===== src/rtl/archer_projectile_ctrl.sv =====
// Archer projectile slot manager: spawns shots on fire requests under a per-frame
// cooldown and, once per frame, walks every live slot to move or retire it.
module archer_projectile_ctrl #(
  parameter int PROJECTILE_COUNT = 4,
  parameter int PROJ_SPEED       = 4,
  parameter int FIRE_COOLDOWN    = 20,
  parameter int X_MAX            = 1023
) (
  input  logic                           clk,
  input  logic                           rst,
  input  logic                           frame_tick,
  input  logic                           fire_req,
  input  logic [11:0]                    spawn_x,
  input  logic [11:0]                    spawn_y,
  input  logic                           flip_hor_archer,
  input  logic [1:0]                     game_active,
  input  logic [1:0]                     char_class,
  input  logic                           alive,
  input  logic [PROJECTILE_COUNT-1:0]    hit_clear,
  output logic [PROJECTILE_COUNT*12-1:0] pos_x_proj,
  output logic [PROJECTILE_COUNT*12-1:0] pos_y_proj,
  output logic [PROJECTILE_COUNT-1:0]    projectile_animated,
  output logic [PROJECTILE_COUNT-1:0]    proj_dir,
  output logic                           fire_ack,
  output logic                           cooldown_busy
);

  localparam int IDX_W = (PROJECTILE_COUNT > 1) ? $clog2(PROJECTILE_COUNT) : 1;
  localparam int CD_W  = (FIRE_COOLDOWN > 0) ? $clog2(FIRE_COOLDOWN + 1) : 1;
  localparam logic [IDX_W-1:0] LAST_IDX = IDX_W'(PROJECTILE_COUNT - 1);
  localparam logic [CD_W-1:0]  CD_LOAD  = CD_W'(FIRE_COOLDOWN);
  localparam logic [11:0]      SPEED_12 = 12'(PROJ_SPEED);
  localparam logic [12:0]      SPEED_13 = 13'(PROJ_SPEED);
  localparam logic [12:0]      XMAX_13  = 13'(X_MAX);

  typedef enum logic [1:0] {
    IDLE   = 2'd0,
    UPDATE = 2'd1,
    SPAWN  = 2'd2
  } state_t;

  state_t                      r_state;
  state_t                      w_state_next;
  logic [IDX_W-1:0]            r_idx;
  logic [IDX_W-1:0]            w_idx_next;
  logic [IDX_W-1:0]            w_free_idx;
  logic [CD_W-1:0]             r_cooldown;
  logic [CD_W-1:0]             w_cooldown_next;
  logic                        r_cooldown_busy;
  logic [PROJECTILE_COUNT-1:0] r_mask;
  logic [PROJECTILE_COUNT-1:0] w_mask_next;
  logic                        w_enable;
  logic                        w_any_free;
  logic                        w_spawn;

  assign w_enable = (game_active != 2'd0) && (char_class == 2'd2) && alive;

  // Lowest-index free slot: scan downward so the smallest free index is written last.
  always_comb begin
    w_free_idx = '0;
    w_any_free = 1'b0;
    for (int i = PROJECTILE_COUNT - 1; i >= 0; i--) begin
      if (!r_mask[i]) begin
        w_free_idx = IDX_W'(i);
        w_any_free = 1'b1;
      end
    end
  end

  always_comb begin
    w_state_next = r_state;
    w_idx_next   = r_idx;
    w_spawn      = 1'b0;
    case (r_state)
      IDLE: begin
        if (frame_tick) begin
          w_state_next = UPDATE;
          w_idx_next   = '0;
        end
      end
      UPDATE: begin
        if (r_idx == LAST_IDX) begin
          w_state_next = SPAWN;
        end else begin
          w_idx_next = r_idx + IDX_W'(1);
        end
      end
      SPAWN: begin
        w_state_next = IDLE;
        w_spawn      = w_enable && fire_req && (r_cooldown == '0) && w_any_free;
      end
      default: w_state_next = IDLE;
    endcase
  end

  always_comb begin
    w_cooldown_next = r_cooldown;
    if (!w_enable) begin
      w_cooldown_next = '0;
    end else if (w_spawn) begin
      w_cooldown_next = CD_LOAD;
    end else if ((r_state == SPAWN) && (r_cooldown != '0)) begin
      w_cooldown_next = r_cooldown - CD_W'(1);
    end
  end

  always_ff @(posedge clk) begin
    if (rst) begin
      r_state         <= IDLE;
      r_idx           <= '0;
      r_cooldown      <= '0;
      r_cooldown_busy <= 1'b0;
      r_mask          <= '0;
    end else begin
      r_state         <= w_state_next;
      r_idx           <= w_idx_next;
      r_cooldown      <= w_cooldown_next;
      r_cooldown_busy <= (w_cooldown_next != '0);
      r_mask          <= w_mask_next;
    end
  end

  genvar gi;
  generate
    for (gi = 0; gi < PROJECTILE_COUNT; gi++) begin : g_slot
      logic [11:0] r_x;
      logic [11:0] r_y;
      logic        r_dir;
      logic [11:0] w_x_moved;
      logic        w_retire;
      logic        w_upd_sel;
      logic        w_spawn_here;

      assign w_upd_sel    = (r_state == UPDATE) && (r_idx == IDX_W'(gi)) && r_mask[gi];
      assign w_spawn_here = w_spawn && (w_free_idx == IDX_W'(gi));

      // Right-edge test widened to 13 bits so x near 4095 cannot wrap past X_MAX.
      always_comb begin
        w_retire  = 1'b0;
        w_x_moved = r_x;
        if (r_dir) begin
          if (r_x < SPEED_12) begin
            w_retire = 1'b1;
          end else begin
            w_x_moved = r_x - SPEED_12;
          end
        end else begin
          if (({1'b0, r_x} + SPEED_13) > XMAX_13) begin
            w_retire = 1'b1;
          end else begin
            w_x_moved = r_x + SPEED_12;
          end
        end
      end

      // A kill pulse overrides any same-cycle spawn or move on this slot.
      assign w_mask_next[gi] = w_enable && !hit_clear[gi] &&
                               (w_spawn_here || (r_mask[gi] && !(w_upd_sel && w_retire)));

      always_ff @(posedge clk) begin
        if (rst) begin
          r_x   <= '0;
          r_y   <= '0;
          r_dir <= 1'b0;
        end else if (!hit_clear[gi]) begin
          if (w_spawn_here) begin
            r_x   <= spawn_x;
            r_y   <= spawn_y;
            r_dir <= flip_hor_archer;
          end else if (w_upd_sel && !w_retire) begin
            r_x <= w_x_moved;
          end
        end
      end

      assign pos_x_proj[gi*12 +: 12] = r_x;
      assign pos_y_proj[gi*12 +: 12] = r_y;
      assign proj_dir[gi]            = r_dir;
    end
  endgenerate

  assign projectile_animated = r_mask;
  assign cooldown_busy       = r_cooldown_busy;
  assign fire_ack            = w_spawn && !rst;

endmodule


===== config.mk =====
export PLATFORM = sky130hd
export DESIGN_NAME = archer_projectile_ctrl
export DESIGN_NICKNAME = d
export VERILOG_FILES = /design/src/rtl/archer_projectile_ctrl.sv
export SDC_FILE = /design/constraint.sdc
export NUM_CORES = 1
export LEC_CHECK = 0
export ABC_AREA = 1
export CELL_PAD_IN_SITES_DETAIL_PLACEMENT = 1
export CELL_PAD_IN_SITES_GLOBAL_PLACEMENT = 1
export CORE_UTILIZATION = 39
export DETAILED_ROUTE_END_ITERATION = 8
export PLACE_DENSITY_LB_ADDON = 0.1
export SYNTH_ARGS = -nofsm -noshare
export SYNTH_HDL_FRONTEND = slang
export SYNTH_SLANG_ARGS = --single-unit

===== constraint.sdc =====
create_clock -name clk -period 4.7 [get_ports clk]
set_input_delay 0.705 -clock clk [delete_from_list [all_inputs] [get_ports clk]]
set_output_delay 0.705 -clock clk [all_outputs]
set_load 0.01 [all_outputs]

==> impl_metrics.csv, run 1 <==
group,metric,value,unit
sta,worstMarginPinSlew,0.828,ns
clocking,htree_num_levels,4,
status,failed_checks,"design-rule violations",
worst_hold_path,min_path_type,"reg -> reg",
die,die_area,0.0192,mm^2
route,wl_per_cell,16.6,um
global_route,grt_pass1_wl,40400,um
route,vias,7739,
sta,final.period_utilization,68.9,%
placement,portBuffers,143,
worst_hold_path,holdPathStages,2,
route,drt-initial-drc-count,368,
global_route,grt_usage,26.4,%
worst_hold_path,min_to,"g_slot[2].r_y[3]$_SDFFE_PP0P_",
route,totalWireLength,24700,um
cells_and_area,n_antenna_cell,0,
clocking,clockBufferDepth,2,
clocking,cts_tree,"yes",
sta,slew_headroom,44.7,%
sta,skew,0.00941,ns
clocking,clk_pin_slew,0.06,ns
worst_hold_path,hold_start,"g_slot[2].r_y[3]$_SDFFE_PP0P_",
critical_path,cp.required,3.99,ns
die,core,0.0181,mm^2
cells_and_area,drive_gt1_share,6.68,%
critical_path,reg2reg_slack,1.79,ns
placement,gp_congestion,0.849,
global_route,grtUsageMet3,7.29,%
cells_and_area,nets,1299,
clocking,cts_made_buffers,17,
logic_synthesis,synth_area_leaders,"dfxtp_1 31%, nand2_1 12%, nor2_1 9.3%, nand3_1 6.9%, inv_1 6.5%",
die,die_h,139,um
die,boundaryPins,144,
critical_path,worstRegToRegCells,13,
global_route,grt.busiest_layer,"met2",
pwr,leakagePower,4.13,nW
sta,finalSetupTns,0,ns
critical_path,cp_num_buf_inv,3,
critical_path,r2r_end,"g_slot[2].r_x[3]$_SDFFE_PP0P_",
logic_synthesis,yosysTopAreaCell,"dfxtp_1",
critical_path,crit_path_cell_trace,"clkdlybuf4s50_1 -> nand2_1 -> nor2_1 -> nand2_1 -> inv_1 -> nand3_2 -> nor2_1 -> clkdlybuf4s50_1",
global_route,grt_pass1_vias,7659,
sta,hold_violations,0,
die,fp.dieW,139,um
pwr,pwr_density_cell,254,mW/mm^2
logic_synthesis,synth_top_area_share,31.3,%
cells_and_area,area_delta_synth_final,27.5,%
pwr,swShare,25.8,%
global_route,grt_max_degree,46,
logic_synthesis,yosysSeqAreaShare,31.3,%
status,status,"finished, violations left",
sta,drv_slew,0,
pwr,p_total,0.00236,W
route,post-route-drc-count,20,
pwr,power.share.clock,55.2,%
route,drt_first_pass_iters,7,
critical_path,r2r-start,"r_cooldown[0]$_SDFF_PP0_",
logic_synthesis,synth_nets,1186,
placement,dpl.hpwl,18000,um
pwr,combPwrFrac,3.8,%
clocking,post_cts_buffers,0,
logic_synthesis,syn-mean-instance-area,6.45,um^2
global_route,grt-ovfl-total,0,
logic_synthesis,syn_area,0.00729,mm^2
run,drv_cap,0,
critical_path,critPathLaunchType,"input port",
critical_path,crit_path_end_kind,"output port",
global_route,gr-usage-met1,33.6,%
logic_synthesis,synth_seq_cells,114,
pwr,seqPwrFrac,41.0,%
pwr,ir_worst_vdd,237,uV
pwr,power_switching,0.000610,W
die,rows,49,
sta,grt_setup_unrepaired,"no",
critical_path,slowest_stage,"clkdlybuf4s50_1",
logic_synthesis,syn-instance-count,1131,
route,viasPerCell,5.21,
critical_path,crit_type,"in -> out",
global_route,use_met2,42.7,%
critical_path,path_max_fanout,6,
sta,holdWs,0.494,ns
die,start_util,40.2,%
sta,fin_crit,3.24,ns
clocking,clock_sinks,114,
critical_path,slowest_delay,0.59,ns
global_route,antenna_found_initial,1,
critical_path,crit_arrival,2.53,ns
clocking,cts_hold_buf,0,
logic_synthesis,ys_types,40,
critical_path,critical-path-top-delay-family,"buffers and inverters",
route,drtAntennaViolNets,0,
clocking,clock-root-buffer,"clkbuf_16",
clocking,ctsResizeCount,0,
logic_synthesis,synth_warnings,0,
pwr,intPower,0.00175,W
sta,fmax,309,MHz
sta,setup_violations,0,
clocking,worstSkewPairLatency,0.43,ns
[worst max-delay path by stage]
stage / startpoint / end / slack [ns] / cells after the start
global placement: alive / g_slot[2].r_x[2]$_SDFFE_PP0P_ / 1.29 / 14
floorplan: rst / fire_ack / 2.58 / 3
global route: alive / fire_ack / 1.34 / 8
detailed placement: char_class[1] / g_slot[2].r_x[6]$_SDFFE_PP0P_ / 1.21 / 14
CTS: char_class[1] / fire_ack / 1.42 / 8
finish: char_class[1] / fire_ack / 1.46 / 8
[state kept, by name, indices dropped and copies added, names as in the netlist]
name                 cells
g_slot.r_x              48
g_slot.r_y              48
r_cooldown               5
g_slot.r_dir             4
projectile_animated      4
r_idx                    2
r_state                  2
cooldown_busy            1
[power by group through the flow]
stage / combinational (W) / sequential [W] / clock (W)
floorplan: 0.0000318 / 0.000990 / 0
CTS: 0.0000901 / 0.000969 / 0.00132
global placement: 0.0000894 / 0.000991 / 0
detailed placement: 0.0000899 / 0.000991 / 0
global route: 0.0000954 / 0.000969 / 0.00138
finish: 0.0000890 / 0.000969 / 0.00131
[layout by cell type (no fill, tap or decap), types with 3 or more instances in the layout]
| cell | Yosys | final |
|---|---|---|
| nand4_1 | 18 | 18 |
| clkbuf_16 | 0 | 17 |
| inv_6 | 0 | 8 |
| nor2_1 | 181 | 181 |
| nand2_4 | 5 | 5 |
| inv_1 | 127 | 127 |
| nor3_1 | 5 | 5 |
| a21boi_0 | 5 | 5 |
| a211oi_2 | 12 | 12 |
| nand2_2 | 3 | 3 |
| xnor2_1 | 4 | 4 |
| clkdlybuf4s50_1 | 0 | 142 |
| o211ai_1 | 8 | 8 |
| o31ai_1 | 3 | 3 |
| nand3_1 | 101 | 101 |
| o21ai_0 | 94 | 94 |
| o21ai_1 | 3 | 3 |
| nand2_1 | 238 | 238 |
| nor2_2 | 8 | 8 |
| ha_1 | 17 | 17 |
| inv_8 | 0 | 3 |
| dfxtp_1 | 114 | 114 |
| a211oi_1 | 16 | 16 |
| buf_4 | 9 | 4 |
| nor2_4 | 6 | 6 |
| nand3_2 | 4 | 4 |
| xor2_1 | 17 | 17 |
| a21oi_1 | 71 | 71 |
| inv_2 | 3 | 4 |
[cell type report]
type                       instances  area (um^2)
fill                            2380         8850
clock buffer                      17          425
clock inverter                    15          159
tap                              229          287
sequential                       114         2280
inverter                         132          495
multi-input combinational        832         4190
timing repair buffer             147         1460
[worst reg2reg max path: stages (launching register included)]
cell     delay [ns]
dfxtp_1        0.31
inv_1          0.07
ha_1           0.25
nand4_2        0.20
nor2_1         0.17
nand2_2        0.09
nor2_4         0.14
nand2_4        0.16
nor2_4         0.56
inv_1          0.38
nand2_2        0.28
nand2_1        0.08
nand2_1        0.06
nor2_1         0.04
[metal layers]
metal,part of all wire [%],vias to the layer above
met1,46,3634
met4,2.4,2
li1,-,3899
met5,0.053,-
met3,6.3,37
met2,45,167
[cells by family after synthesis]
| group | count (synthesis) | share of synthesized area [%] |
|---|---|---|
| DFF | 114 | 31.3 |
| adders and majority gates | 17 | 2.92 |
| buffers and inverters | 185 | 11.2 |
| xor gates and xnor gates | 21 | 2.52 |
| and+or+nand+nor | 577 | 34.7 |
| AOI/OAI and AO/OA | 217 | 17.4 |
[Yosys cell counts, drive strengths merged]
cell	instances
a211oi	28
a21boi	6
a21oi	71
a31oi	1
buf	33
clkbuf	20
clkinv	2
dfxtp	114
ha	17
inv	130
nand2	246
nand3	105
nand3b	2
nand4	20
nor2	196
nor3	5
nor4	1
o211ai	8
o21a	1
o21ai	97
o21bai	1
o22ai	1
o31ai	3
or2	2
xnor2	4
xor2	17
[stage by stage]
step	utilization [%]	cell area [um^2]	setup slack, ns	std cells
final	51.2	9300	1.46	1486
after global routing	51.2	9300	1.34	1486
after CTS	51.2	9300	1.42	1486
after detailed placement	48.0	8710	1.21	1454
after global placement	48.0	8710	1.29	1454
after floorplan	-	7290	2.58	1131
(Power assumes the default switching activity.)
==> run 2: changes to the inputs <==
CORE_UTILIZATION = 33   (was 39)
clock period = 2.85 ns   (was 4.7 ns; I/O delays follow)
==> impl_metrics.csv, run 2 (synthesized netlist as in run 1, its figures left out) <==
group,metric,value,unit
sta,fmax,375,MHz
critical_path,crit_path_cell_trace,"inv_1 -> ha_1 -> nand4_2 -> nor2_4 -> nand3_2 -> nor2_1 -> clkdlybuf4s50_1",
critical_path,cp_num_buf_inv,2,
clocking,htree_num_levels,4,
clocking,clk_pin_slew,0.06,ns
route,post-route-drc-count,0,
clocking,ctsResizeCount,0,
critical_path,critical-path-top-delay-family,"buffers and inverters",
route,wl_per_cell,16.5,um
route,drt_first_pass_iters,4,
die,die_area,0.0227,mm^2
clocking,worstSkewPairLatency,0.43,ns
cells_and_area,area_delta_synth_final,30.7,%
placement,place_area,0.00892,mm^2
critical_path,worstRegToRegCells,14,
die,core,0.0218,mm^2
global_route,grt_pass1_vias,7595,
route,viasPerCell,5.00,
sta,slew_headroom,56.1,%
route,drt-initial-drc-count,247,
critical_path,slowest_stage,"clkdlybuf4s50_1",
pwr,intPower,0.00299,W
pwr,combPwrFrac,3.8,%
global_route,grt-ovfl-total,0,
critical_path,cp_num_cells,7,
pwr,seqPwrFrac,39.8,%
cells_and_area,drive_gt1_share,7.85,%
sta,setup_violations,0,
global_route,grt_max_degree,39,
global_route,antenna_found_initial,0,
cells_and_area,nets,1316,
placement,place_inst,1522,
route,totalWireLength,25600,um
cells_and_area,n_antenna_cell,0,
pwr,power_switching,0.00103,W
die,rows,54,
critical_path,critPathLaunchType,"register",
worst_hold_path,min_path_type,"reg -> reg",
pwr,leakagePower,4.22,nW
clocking,cts_hold_buf,0,
route,drtAntennaViolNets,0,
placement,portBuffers,143,
sta,fin_crit,2.67,ns
clocking,cts_tree,"yes",
sta,skew,0.00834,ns
sta,final.period_utilization,93.7,%
pwr,power.share.clock,56.4,%
cells_and_area,reg.largest.list,"g_slot.r_x (48), g_slot.r_y (48), r_cooldown (5)",
critical_path,crit_path_end_kind,"output port",
clocking,clock-root-buffer,"clkbuf_16",
die,start_util,33.5,%
global_route,grt_usage,23.1,%
global_route,grt_pass1_wl,40400,um
placement,gp_congestion,0.797,
cells_and_area,final_common_cell,"nand2_1",
clocking,post_cts_buffers,0,
pwr,swShare,25.5,%
sta,holdWs,0.496,ns
cells_and_area,fillerInstances,2791,
placement,dpl.hpwl,19100,um
critical_path,crit_arrival,2.24,ns
status,status,"completed",
critical_path,cp.required,2.42,ns
sta,worstMarginPinSlew,0.658,ns
die,boundaryPins,144,
die,fp.dieW,151,um
sta,drv_slew,0,
sta,finalSetupTns,0,ns
cells_and_area,instances_no_fill,1554,
pwr,ir_worst_vdd,351,uV
pwr,pwr_density_cell,421,mW/mm^2
critical_path,crit_type,"reg -> out",
critical_path,slowest_delay,0.58,ns
die,die_h,151,um
cells_and_area,final_cell_area,0.00953,mm^2
cells_and_area,final_cell_mix,"238 x nand2_1, 181 x nor2_1, 143 x clkdlybuf4s50_1",
clocking,cts_made_buffers,17,
clocking,clock_sinks,114,
critical_path,path_max_fanout,4,
sta,grt_setup_unrepaired,"no",
run,drv_cap,0,
worst_hold_path,holdPathStages,2,
clocking,clockBufferDepth,2,
sta,hold_violations,0,
route,vias,7771,
-- run 2: cell count changes in the layout (fill, tap and decap cells not counted), sizes merged --
cell           before  now
clkinv              3    2
clkinvlp            1    2
clkdlybuf4s50     142  143
bufinv              1    2
inv               142  141
buf                 5   21
-- run 2: area by class of cell --
type	count	area, um^2	share of cell area [%]
Clock buffer	17	425	4.46
Clock inverter	15	186	1.96
Inverter	132	495	5.20
Multi-Input combinational cell	832	4190	44.0
Sequential cell	114	2280	23.9
Tap cell	280	350	3.68
Timing Repair Buffer	164	1600	16.8
-- run 2: tightest hold or removal path, delay by kind of cell (launching register included) --
family / cells / cell delay [ns]
flip-flops: 1 / 0.31
AND/OR/NAND/NOR: 1 / 0.10
AO/OA/AOI/OAI: 1 / 0.05
-- run 2: worst paths after layout --
check,from,slack (ns),endpoint
worst min register to register,g_slot[2].r_y[2]$_SDFFE_PP0P_,0.50,g_slot[2].r_y[2]$_SDFFE_PP0P_
worst max register to register,g_slot[3].r_x[2]$_SDFFE_PP0P_,0.40,g_slot[3].r_x[3]$_SDFFE_PP0P_
worst max-delay path,r_cooldown[0]$_SDFF_PP0_,0.18,fire_ack
worst min-delay path,g_slot[2].r_y[2]$_SDFFE_PP0P_,0.50,g_slot[2].r_y[2]$_SDFFE_PP0P_
-- run 2: per-layer routing --
metal	vias up	global-route usage, %	wire length [um]
met5	-	0	0
met4	0	5.85	333
met1	3674	28.8	11800
li1	3941	-	-
met3	20	7.39	1660
met2	136	38.2	11800
-- run 2: stage by stage --
stage	total power [W]	utilization (%)	setup slack, ns
floorplan	0.00169	-	0.894
CTS	0.00406	43.8	0.168
detailed placement	0.00179	41.0	0.217
finish	0.00401	43.8	0.180
global route	0.00414	43.8	0.0212
global placement	0.00179	41.0	0.292
-- run 2: power groups by stage --
stage               Sequential [W]  Combinational [W]  Clock [W]
finish                     0.00160           0.000154    0.00226
global route               0.00160           0.000166    0.00238
CTS                        0.00160           0.000158    0.00230
detailed placement         0.00163           0.000157          0
global placement           0.00163           0.000156          0
floorplan                  0.00163          0.0000525          0
==> run 3: changes to the inputs <==
CTS_CLUSTER_SIZE = 16   (was not set)
GPL_TIMING_DRIVEN = 0   (was not set)
==> impl_metrics.csv, run 3 (synthesized netlist as in run 1, its figures left out) <==
group,metric,value,unit
critical_path,cp-startpoint,"r_cooldown[0]$_SDFF_PP0_",
clocking,clockBufferDepth,2,
global_route,grt-ovfl-total,0,
critical_path,reg2reg_slack,0.48,ns
sta,worstMarginPinSlew,0.702,ns
critical_path,critPathLaunchType,"register",
clocking,clk_pin_slew,0.06,ns
route,totalWireLength,27000,um
pwr,leakagePower,4.29,nW
clocking,htree_num_levels,4,
route,viasPerCell,5.01,
critical_path,crit_path_cell_trace,"inv_1 -> ha_1 -> nand4_2 -> nor2_4 -> nand3_2 -> nor2_1 -> clkdlybuf4s50_1",
critical_path,path_max_fanout,4,
sta,final.period_utilization,93.2,%
sta,setup_violations,0,
global_route,antenna_found_initial,0,
route,post-route-drc-count,0,
placement,place_area,0.00907,mm^2
status,status,"completed",
worst_hold_path,hold_start,"g_slot[3].r_y[2]$_SDFFE_PP0P_",
worst_hold_path,min_path_type,"reg -> reg",
critical_path,slowest_delay,0.58,ns
route,drt-initial-drc-count,329,
placement,dpl.hpwl,20600,um
die,die_h,151,um
run,drv_cap,0,
global_route,grt_max_degree,17,
route,drt_first_pass_iters,4,
sta,drv_slew,0,
sta,grt_setup_unrepaired,"no",
route,wl_per_cell,17.0,um
sta,fmax,376,MHz
placement,gp_congestion,0.847,
critical_path,crit_arrival,2.23,ns
cells_and_area,fillerInstances,2851,
critical_path,crit_path_end_kind,"output port",
sta,skew,0.0161,ns
route,drtAntennaViolNets,0,
critical_path,r2r-start,"g_slot[0].r_x[2]$_SDFFE_PP0P_",
critical_path,slowest_stage,"clkdlybuf4s50_1",
pwr,ir_worst_vdd,319,uV
die,rows,54,
clocking,cts_hold_buf,0,
global_route,grt_pass1_wl,42600,um
clocking,post_cts_buffers,0,
sta,hold_violations,0,
die,fp.dieW,151,um
cells_and_area,final_cell_mix,"238 x nand2_1, 181 x nor2_1, 143 x clkdlybuf4s50_1",
cells_and_area,nets,1348,
clocking,ctsResizeCount,1,
cells_and_area,n_antenna_cell,0,
cells_and_area,fin_util,44.4,%
clocking,cts_tree,"yes",
route,dr_wl_met2,12300,um
die,die_area,0.0227,mm^2
pwr,pwr_density_cell,409,mW/mm^2
sta,slew_headroom,53.2,%
clocking,clock_sinks,114,
die,boundaryPins,144,
cells_and_area,drive_gt1_share,8.65,%
sta,finalSetupTns,0,ns
placement,portBuffers,143,
clocking,worstSkewPairLatency,0.43,ns
cells_and_area,area_delta_synth_final,32.5,%
route,wl_met1,12900,um
route,top_layer,"met4",
sta,fin_crit,2.66,ns
route,vias,7953,
cells_and_area,final_common_cell,"nand2_1",
die,core,0.0218,mm^2
cells_and_area,final_cell_area,0.00967,mm^2
critical_path,crit_type,"reg -> out",
global_route,grt_usage,24.6,%
clocking,cts_made_buffers,17,
critical_path,cp.required,2.42,ns
global_route,grt_pass1_vias,7847,
route,dr_wl_met3,1490,um
clocking,clock-root-buffer,"clkbuf_16",
cells_and_area,reg.largest.list,"g_slot.r_x (48), g_slot.r_y (48), r_cooldown (5)",
die,start_util,33.5,%
==> run 3: cell types whose count changed in the layout (fill, tap and decap cells not counted), sizes merged <==
cell,change
buf,+12
bufinv,-1
clkbuf,+20
clkinv,+1
clkinvlp,+1
inv,-1
==> run 3: cell type report <==
cell class	instances	area, um^2	area share, %
clock buffer	17	425	4.40
inverter	132	495	5.13
timing repair buffer	143	1430	14.8
sequential	114	2280	23.6
clock inverter	15	164	1.70
multi-input combinational	832	4190	43.4
tap	280	350	3.62
buffer	53	327	3.38
==> run 3: metrics by stage <==
stage	setup WS, ns	hold slack [ns]	cells	power [W]
after floorplan	0.894	0.480	1131	0.00169
after global placement	-0.103	0.480	1554	0.00179
after detailed placement	-0.108	0.487	1554	0.00179
after CTS	0.0166	0.494	1586	0.00400
after global routing	0.00740	0.518	1586	0.00406
final	0.193	0.492	1586	0.00395
==> run 3: per-layer routing <==
layer	track usage (%)	vias to the layer above
met5	0	-
met4	6.35	0
met3	6.18	17
met2	40.0	156
met1	32.2	3780
li1	-	4000
==> run 3: path summary, 6_finish.rpt <==
path,cells after the start,end
worst max-delay path,7,fire_ack
worst min-delay path,2,g_slot[3].r_y[2]$_SDFFE_PP0P_
worst max register to register,16,g_slot[0].r_x[3]$_SDFFE_PP0P_
worst min register to register,2,g_slot[3].r_y[2]$_SDFFE_PP0P_
==> run 3: worst max-delay path: cells and delay by family (launching register included) <==
| kind | cells | cell delay (ns) |
|---|---|---|
| fa+ha+maj | 1 | 0.23 |
| buf+inv | 2 | 0.65 |
| flops | 1 | 0.31 |
| simple gates | 4 | 0.61 |
==> run 3: where the power goes <==
group	switching, W	internal [W]	leakage, nW
clock network	0.000947	0.00125	0.283
logic	0.0000996	0.0000587	3.09
registers	0.00000301	0.00159	0.918
